--- src/rtl/digct_serial_tx_pkg.sv ---
// Shared types and constants for the DigCt serial transmitter.
// frame_len() gives the full frame duration in clocks, from start bit through stop bit.
package digct_pkg;

   typedef enum logic [2:0] {
      IDLE   = 3'd0,
      START  = 3'd1,
      DATA   = 3'd2,
      PARITY = 3'd3,
      STOP   = 3'd4
   } state_t;

   localparam logic TX_IDLE = 1'b1;

   function automatic int frame_len(input int data_w, input int parity_en,
                                    input int clks_per_bit);
      return (2 + data_w + parity_en) * clks_per_bit;
   endfunction

endpackage

--- src/rtl/digct_serial_tx_if.sv ---
// Word-in / serial-out signal bundle for digct_serial_tx.
// valid/ready: a word is accepted on a rising edge where din_valid and din_ready are both high.
// The source holds din stable until that edge, and the sink samples din only on that edge.
interface digct_serial_tx_if #(
   parameter int DATA_W = 3
);
   logic [DATA_W-1:0] din;
   logic              din_valid;
   logic              din_ready;
   logic              tx;
   logic              busy;
   logic              frame_done;

   modport master (output din, din_valid, input din_ready, tx, busy, frame_done);
   modport slave  (input din, din_valid, output din_ready, tx, busy, frame_done);
endinterface

--- src/rtl/digct_serial_tx_bit_timer.sv ---
// Bit-period counter: bit_tick marks the last clock of each serial bit,
// and pre_tick marks the clock just before it.
module digct_bit_timer #(
   parameter int CLKS_PER_BIT = 4
) (
   input  logic clk,
   input  logic rst_n,
   input  logic restart,
   output logic bit_tick,
   output logic pre_tick
);
   localparam int CW  = (CLKS_PER_BIT > 1) ? $clog2(CLKS_PER_BIT) : 1;
   localparam int PRE = (CLKS_PER_BIT > 1) ? CLKS_PER_BIT - 2 : 0;

   logic [CW-1:0] cnt;

   assign bit_tick = (cnt == CW'(CLKS_PER_BIT - 1));
   // With one clock per bit, no cycle comes before the last one.
   assign pre_tick = (CLKS_PER_BIT > 1) && (cnt == CW'(PRE));

   always_ff @(posedge clk or negedge rst_n) begin
      if (!rst_n) begin
         cnt <= '0;
      end else if (restart || bit_tick) begin
         cnt <= '0;
      end else begin
         cnt <= cnt + 1'b1;
      end
   end
endmodule

--- src/rtl/digct_serial_tx.sv ---
// UART-style transmitter: start bit, data LSB first, optional even parity, stop bit.
// All serial and status outputs are flops or decode the state register.
module digct_serial_tx
   import digct_pkg::*;
#(
   parameter int DATA_W       = 3,
   parameter int CLKS_PER_BIT = 4,
   parameter int PARITY_EN    = 1
) (
   input  logic                clk,
   input  logic                rst_n,
   digct_serial_tx_if.slave    bus,
   output state_t              state_dbg
);
   localparam int BW = (DATA_W > 1) ? $clog2(DATA_W) : 1;

   state_t            state;
   logic [DATA_W-1:0] shreg;
   logic [BW-1:0]     bit_cnt;
   logic              parity;
   logic              tx_q;
   logic              done_q;
   logic              bit_tick;
   logic              pre_tick;
   logic              accept;

   assign accept         = bus.din_valid && (state == IDLE);
   assign bus.din_ready  = (state == IDLE);
   assign bus.busy       = (state != IDLE);
   assign bus.tx         = tx_q;
   assign bus.frame_done = done_q;
   assign state_dbg      = state;

   digct_bit_timer #(.CLKS_PER_BIT(CLKS_PER_BIT)) u_timer (
      .clk      (clk),
      .rst_n    (rst_n),
      .restart  (accept),
      .bit_tick (bit_tick),
      .pre_tick (pre_tick)
   );

   // tx_q is loaded one edge ahead of each bit so the line changes exactly at bit boundaries.
   always_ff @(posedge clk or negedge rst_n) begin
      if (!rst_n) begin
         state   <= IDLE;
         tx_q    <= TX_IDLE;
         done_q  <= 1'b0;
         shreg   <= '0;
         bit_cnt <= '0;
         parity  <= 1'b0;
      end else begin
         done_q <= 1'b0;
         case (state)
            IDLE: begin
               tx_q <= TX_IDLE;
               if (accept) begin
                  shreg  <= bus.din;
                  parity <= ^bus.din;
                  tx_q   <= ~TX_IDLE;
                  state  <= START;
               end
            end
            START: begin
               if (bit_tick) begin
                  state   <= DATA;
                  tx_q    <= shreg[0];
                  shreg   <= shreg >> 1;
                  bit_cnt <= '0;
               end
            end
            DATA: begin
               if (bit_tick) begin
                  if (bit_cnt == BW'(DATA_W - 1)) begin
                     if (PARITY_EN != 0) begin
                        state <= PARITY;
                        tx_q  <= parity;
                     end else begin
                        state  <= STOP;
                        tx_q   <= TX_IDLE;
                        done_q <= (CLKS_PER_BIT == 1);
                     end
                  end else begin
                     tx_q    <= shreg[0];
                     shreg   <= shreg >> 1;
                     bit_cnt <= bit_cnt + 1'b1;
                  end
               end
            end
            PARITY: begin
               if (bit_tick) begin
                  state  <= STOP;
                  tx_q   <= TX_IDLE;
                  done_q <= (CLKS_PER_BIT == 1);
               end
            end
            STOP: begin
               if (bit_tick) begin
                  state <= IDLE;
               end else begin
                  done_q <= pre_tick;
               end
            end
            default: state <= IDLE;
         endcase
      end
   end
endmodule
--- src/flat_wrapper.sv ---
// flat-port wrapper written by rule: the top's interface ports become plain ports
module digct_serial_tx_flat import digct_pkg::*;
#(
   parameter int DATA_W       = 3,
   parameter int CLKS_PER_BIT = 4,
   parameter int PARITY_EN    = 1
)
  (clk, rst_n, state_dbg, bus_din, bus_din_valid, bus_din_ready, bus_tx, bus_busy, bus_frame_done);
  digct_serial_tx_if #(.DATA_W(DATA_W)) bus_i ();
  input  logic clk;
  input  logic rst_n;
  output state_t state_dbg;
  input wire logic [$bits(bus_i.din)-1:0] bus_din;
  input wire logic [$bits(bus_i.din_valid)-1:0] bus_din_valid;
  output wire logic [$bits(bus_i.din_ready)-1:0] bus_din_ready;
  output wire logic [$bits(bus_i.tx)-1:0] bus_tx;
  output wire logic [$bits(bus_i.busy)-1:0] bus_busy;
  output wire logic [$bits(bus_i.frame_done)-1:0] bus_frame_done;
  assign bus_i.din = bus_din;
  assign bus_i.din_valid = bus_din_valid;
  assign bus_din_ready = bus_i.din_ready;
  assign bus_tx = bus_i.tx;
  assign bus_busy = bus_i.busy;
  assign bus_frame_done = bus_i.frame_done;
  digct_serial_tx #(.DATA_W(DATA_W), .CLKS_PER_BIT(CLKS_PER_BIT), .PARITY_EN(PARITY_EN)) u_core (.clk(clk), .rst_n(rst_n), .bus(bus_i), .state_dbg(state_dbg));
endmodule
--- config.mk ---
export PLATFORM = sky130hd
export DESIGN_NAME = digct_serial_tx_flat
export DESIGN_NICKNAME = d
export VERILOG_FILES = /design/src/rtl/digct_serial_tx_pkg.sv /design/src/rtl/digct_serial_tx_if.sv /design/src/rtl/digct_serial_tx_bit_timer.sv /design/src/rtl/digct_serial_tx.sv /design/src/flat_wrapper.sv
export SDC_FILE = /design/constraint.sdc
export NUM_CORES = 1
export LEC_CHECK = 0
export ABC_AREA = 1
export BUFFER_PORTS_ARGS = -buffer_cell sky130_fd_sc_hd__buf_4
export CAP_MARGIN = 20
export CORE_AREA = 2 2 60 62
export CTS_CLUSTER_DIAMETER = 60
export CTS_CLUSTER_SIZE = 16
export DETAILED_ROUTE_END_ITERATION = 10
export DIE_AREA = 0 0 62 64
export MAX_ROUTING_LAYER = met4
export PLACE_DENSITY = 0.53
export SETUP_SLACK_MARGIN = 0.05
export SYNTH_ARGS = -nofsm -noshare
export SYNTH_HDL_FRONTEND = slang
export SYNTH_SLANG_ARGS = --single-unit
--- constraint.sdc ---
create_clock -name clk -period 1.45 [get_ports clk]
set_input_delay 0.0725 -clock clk [delete_from_list [all_inputs] [get_ports clk]]
set_output_delay 0.0725 -clock clk [all_outputs]
set_load 0.05 [all_outputs]
==> flow_summary.yaml, run 1 <==
cts:
  cts.path.max_buffers: 2
  clockRootBuffer: "clkbuf_4"
  htree_levels: 1
  tritoncts: "built"
  clock-sinks: 13
  clock_latency_ns: 0.28
  numCtsBuffers: 3
  post_cts_buffers: 0
  path_clk_slew_ns: 0.08
finish:
  nets: 131
  regArea_sq_um: 330
  drive_gt1_frac: 0.273
  fillers: 352
  syn2layout_area_growth_pct: 23.7
  diodes: 0
  final_cell_area_sq_um: 986
  multi_input_area_sq_um: 412
synthesis:
  synth_edf_count: 0
  synth-compound-area-share: 0.0377
  synthTopCellsByArea: "dfrtp_1 (38%), nand2_1 (16%), nand3_1 (6.9%), inv_1 (6.6%), ha_1 (4.7%)"
  async_reset_ff_frac: 1.00
  synth_area_sq_um: 797
  synth.ff_latch_count: 13
  ys_warn_count: 0
  synthFlopType: "dfrtp_1"
  ys_seq_area_frac: 0.410
  synth_area_leader_cell: "dfrtp_1"
  synth_xor_area_frac: 0.0110
  synthTopCellsByCount: "nand2_1 (33), inv_1 (14), dfrtp_1 (12)"
  netlist_instances: 105
  synth_fp_nets: 114
  synthMuxAreaShare: 0
  synth_top_family_by_area: "simple AND/OR/NAND/NOR gates"
  synth_top_area_frac: 0.377
  synth-simple-area-share: 0.405
  synth_most_common_cell: "nand2_1"
  synth.avg_cell_area_sq_um: 7.59
  synth_fa_ha_area_frac: 0.0471
  yosysUniqueCellTypes: 19
hold_path:
  hold_end: "u_core.shreg[2]"
  min_from: "bus_din[2]"
  hp-class: "input port to register"
  whs_path_depth: 3
timing:
  slew-limit-headroom: 0.843
  worst_slew_pin_slew_ns: 0.235
  skew_ns: 0.00254
  fmax_mhz: 744
  period_minus_slack_ns: 1.34
  report.final.slew_viol_count: 0
  worst_slack_ns: 0.105
  rsz0062_at_grt: "false"
  fin_tns_setup_ns: 0
  setup_viol: 0
  hold_viol_final: 0
  fin_crit_sh: 0.927
worst_setup_path:
  regToRegSetupSlack_ns: 0.18
  required_ns: 1.38
  r2r-start: "u_core.u_timer.cnt[0]"
  critPathLaunchType: "register"
  critPathKind: "register to output port"
  r2r-end: "u_core.shreg[0]"
  crit_fanout: 6
  worstPathArrival_ns: 1.27
  crit_path_end_kind: "output port"
  rr_worst_depth: 6
global_routing:
  grt_pass1_vias: 704
  grt_start_max_net_pins: 14
  grt_pass1_wl_mm: 2.88
  antenna_found_initial: 0
  grt_use_total: 0.0983
  grt_overflow_total: 0
floorplan:
  initial_core_util: 0.243
  ios: 13
  coreArea_sq_um: 3280
  die_area_sq_um: 3970
  core.rowCount: 21
  die_h_um: 64
  die_w_um: 62
drt:
  dr.first_iter.drc_count: 19
  antenna_left: 0
  drc_errors: 0
  vias_per_cell: 4.29
  first_pass_iters: 4
  wire_per_inst_um: 9.75
  wirelength_mm: 1.63
  num_vias: 716
outcome:
  status: "finished clean"
placement:
  placed_area_sq_um: 942
  gp_congestion: 0.779
  pre_cts_slack_ns: 0.143
  dp_hpwl_mm: 1.30
  io_buffers: 12
run:
  maxCapViolCount: 0
layout make-up:
cell class,count,area share
clock buffers,4,0.0266
inverters,16,0.0609
multi-input cells,75,0.418
flip-flops and latches,13,0.335
well taps,46,0.0584
repair buffers,13,0.102
how the worst max path moves through the flow:
| stage | start | end | slack (ns) | cells past startpoint |
|---|---|---|---|---|
| CTS | u_core.state_dbg[0] | bus_din_ready | 0.11 | 4 |
| global placement | u_core.state_dbg[1] | u_core.bit_cnt[0] | 0.19 | 6 |
| floorplan | u_core.state_dbg[1] | u_core.bus.tx | 0.05 | 9 |
| finish | u_core.state_dbg[0] | bus_din_ready | 0.11 | 4 |
| global route | u_core.state_dbg[1] | bus_din_ready | 0.05 | 4 |
| detailed placement | u_core.u_timer.cnt[0] | u_core.bus.tx | 0.14 | 9 |
critical path, stage by stage (launching register included):
cell     delay (ns)
dfrtp_2        0.47
nor2_4         0.20
nand2_4        0.08
inv_1          0.06
buf_4          0.18
cell families after synthesis:
group,count (synthesis)
AO/OA/AOI/OAI,5
AND/OR/NAND/NOR,66
flip-flops,13
adder cells (fa/ha/maj),3
buffers and inverters,17
XOR/XNOR,1
cells in the final DEF, fill, tap and decap left out:
master         instances
nor2_1                 7
nand2_2                4
dfrtp_1                9
o21ai_1                1
inv_1                 14
nand2_1               32
ha_1                   1
ha_2                   2
dfstp_2                1
nor3_1                 2
dfrtp_2                3
nor2_4                 2
nand4_1                3
dlygate4sd3_1          1
nand3b_1               1
inv_2                  2
o31ai_1                2
nand3_1               11
buf_4                 12
clkbuf_1               1
clkbuf_4               3
nand2_4                4
o21ai_0                2
xnor2_1                1
layer usage:
metal  vias to the layer above  GRT usage  wire, um
met3                         4     0.0121        50
met5                         -          -         0
met4                         0     0.0559        42
met2                        14      0.161       765
li1                        365          -         -
met1                       333      0.111       770
registers in the layout (all words and copies together), names as in the netlist:
signal / flops
u_core.shreg: 3
u_core.state_dbg: 3
u_core.bit_cnt: 2
u_core.u_timer.cnt: 2
u_core.bus.frame_done: 1
u_core.bus.tx: 1
u_core.parity: 1
per-stage QoR:
stage | hold slack (ns) | cells | util
floorplan | -0.223 | 105 | -
global placement | -0.0713 | 162 | 0.287
detailed placement | -0.0681 | 162 | 0.287
CTS | 0.0135 | 167 | 0.298
global route | 0.0208 | 167 | 0.300
finish | 0.00911 | 167 | 0.300
timing repair:
action | 4_1_cts | 5_1_grt
endpoints found under the setup margin | 0 | 7
hold buffers | 1 | 0
hold endpoints to repair | 13 | 0
resized for setup | 0 | 3
Power of run 1 is not shown: default switching activity piles up to over one toggle a cycle in this logic, so the estimate is an artifact.
==> run 2, diff against run 1 <==
CORE_AREA = 2 2 83 45   (was 2 2 60 62)
DIE_AREA = 0 0 85 47   (was 0 0 62 64)
==> run 2 against run 1 <==
  * Non-clock buffer count did not move
  * Worst hold slack improved by 0.043 ns
  * Largest cell class unchanged
  * Register-to-register slack got worse by 0.06 ns
  * Highest routed layer is now met3
  * Maximum frequency up 0.39%
  * Critical path depth stayed put
  * Die area rose by 0.68%
  * Clock-buffer cell count stayed put
==> flow_summary.yaml, run 2 (synthesis results as in run 1) <==
timing:
  fmax_mhz: 747
  hold_viol_final: 0
  skew_ns: 0.00226
  worst_slack_ns: 0.111
  fin_crit_sh: 0.924
  report.final.slew_viol_count: 0
  rsz0062_at_grt: "false"
  fin_tns_setup_ns: 0
  worst_slew_pin_slew_ns: 0.231
  period_minus_slack_ns: 1.34
  slew-limit-headroom: 0.846
  setup_viol: 0
placement:
  dp_hpwl_mm: 1.55
  pre_cts_slack_ns: 0.127
  gp_congestion: 0.839
  io_buffers: 12
cts:
  numCtsBuffers: 3
  clockRootBuffer: "clkbuf_8"
  cts.path.max_buffers: 2
  post_cts_buffers: 0
  clock_latency_ns: 0.24
  tritoncts: "built"
  path_clk_slew_ns: 0.06
  htree_levels: 1
  clock-sinks: 13
worst_setup_path:
  critPathLaunchType: "register"
  crit_fanout: 6
  worstPathArrival_ns: 1.27
  critPathKind: "register to output port"
  startpoint: "u_core.state_dbg[0]"
  r2r-start: "u_core.u_timer.cnt[0]"
  crit_path_end_kind: "output port"
  required_ns: 1.38
finish:
  fin_util: 0.306
  final_cell_mix: "nand2_1 (32), inv_1 (14), buf_4 (12)"
  nets: 131
  drive_gt1_frac: 0.281
  syn2layout_area_growth_pct: 26.1
  diodes: 0
  final_common_cell: "nand2_1"
outcome:
  status: "finished clean"
drt:
  antenna_left: 0
  num_vias: 719
  wirelength_mm: 1.92
  first_pass_iters: 4
  drc_errors: 0
  vias_per_cell: 4.41
  dr.first_iter.drc_count: 35
  wire_per_inst_um: 11.8
global_routing:
  grt_overflow_total: 0
  grt_start_max_net_pins: 14
  antenna_found_initial: 0
  grt_use_total: 0.105
  grt_pass1_vias: 555
  grt_pass1_wl_mm: 2.97
floorplan:
  core.rowCount: 15
  initial_core_util: 0.243
  die_area_sq_um: 4000
  ios: 13
  die_w_um: 85
  die_h_um: 47
  coreArea_sq_um: 3280
hold_path:
  hp-class: "input port to register"
  min_from: "bus_din[2]"
run:
  maxCapViolCount: 0
==> run 2: layout make-up <==
class	instances	area, sq um
fill	348	2280
sequential	13	330
inverter	16	60.1
clock buffer	4	45.0
timing repair buffer	13	100
multi-input combinational	75	417
tap	42	52.6
==> run 2: per-stage QoR <==
| stage | hold slack (ns) | cells | instance area [sq um] |
|---|---|---|---|
| after floorplan | -0.223 | 105 | 806 |
| after global placement | -0.0670 | 158 | 937 |
| after detailed placement | -0.0638 | 158 | 937 |
| after CTS | 0.0500 | 163 | 992 |
| after global routing | 0.0557 | 163 | 1000 |
| final | 0.0523 | 163 | 1000 |
==> run 2: path summary, 6_finish.rpt <==
check / end / cells past startpoint / slack, ns
max in group asynchronous: u_core.bus.tx / 2 / 1.00
hold / removal: u_core.shreg[2] / 3 / 0.05
setup reg to reg: u_core.shreg[2] / 6 / 0.12
hold reg to reg: u_core.shreg[1] / 2 / 0.48
min in group asynchronous: u_core.bit_cnt[0] / 2 / 0.21
setup / recovery: bus_din_ready / 4 / 0.11
==> run 2: critical path: stages (launching register included) <==
cell	delay, ns
dfrtp_2	0.46
nor2_4	0.20
nand2_4	0.10
inv_1	0.07
buf_4	0.19
==> run 2: timing repair <==
| item | in CTS | in global routing |
|---|---|---|
| hold buffers | 1 | 0 |
| setup endpoints to repair | 0 | 7 |
| resized for setup | 0 | 4 |
| hold endpoints to repair | 13 | 0 |
==> run 2: routing by layer <==
metal,GRT usage,wire [um]
met5,-,0
met3,0.0387,221
met1,0.174,1080
met2,0.111,620
met4,0.00952,0
Power of run 2 is left out for the same reason.
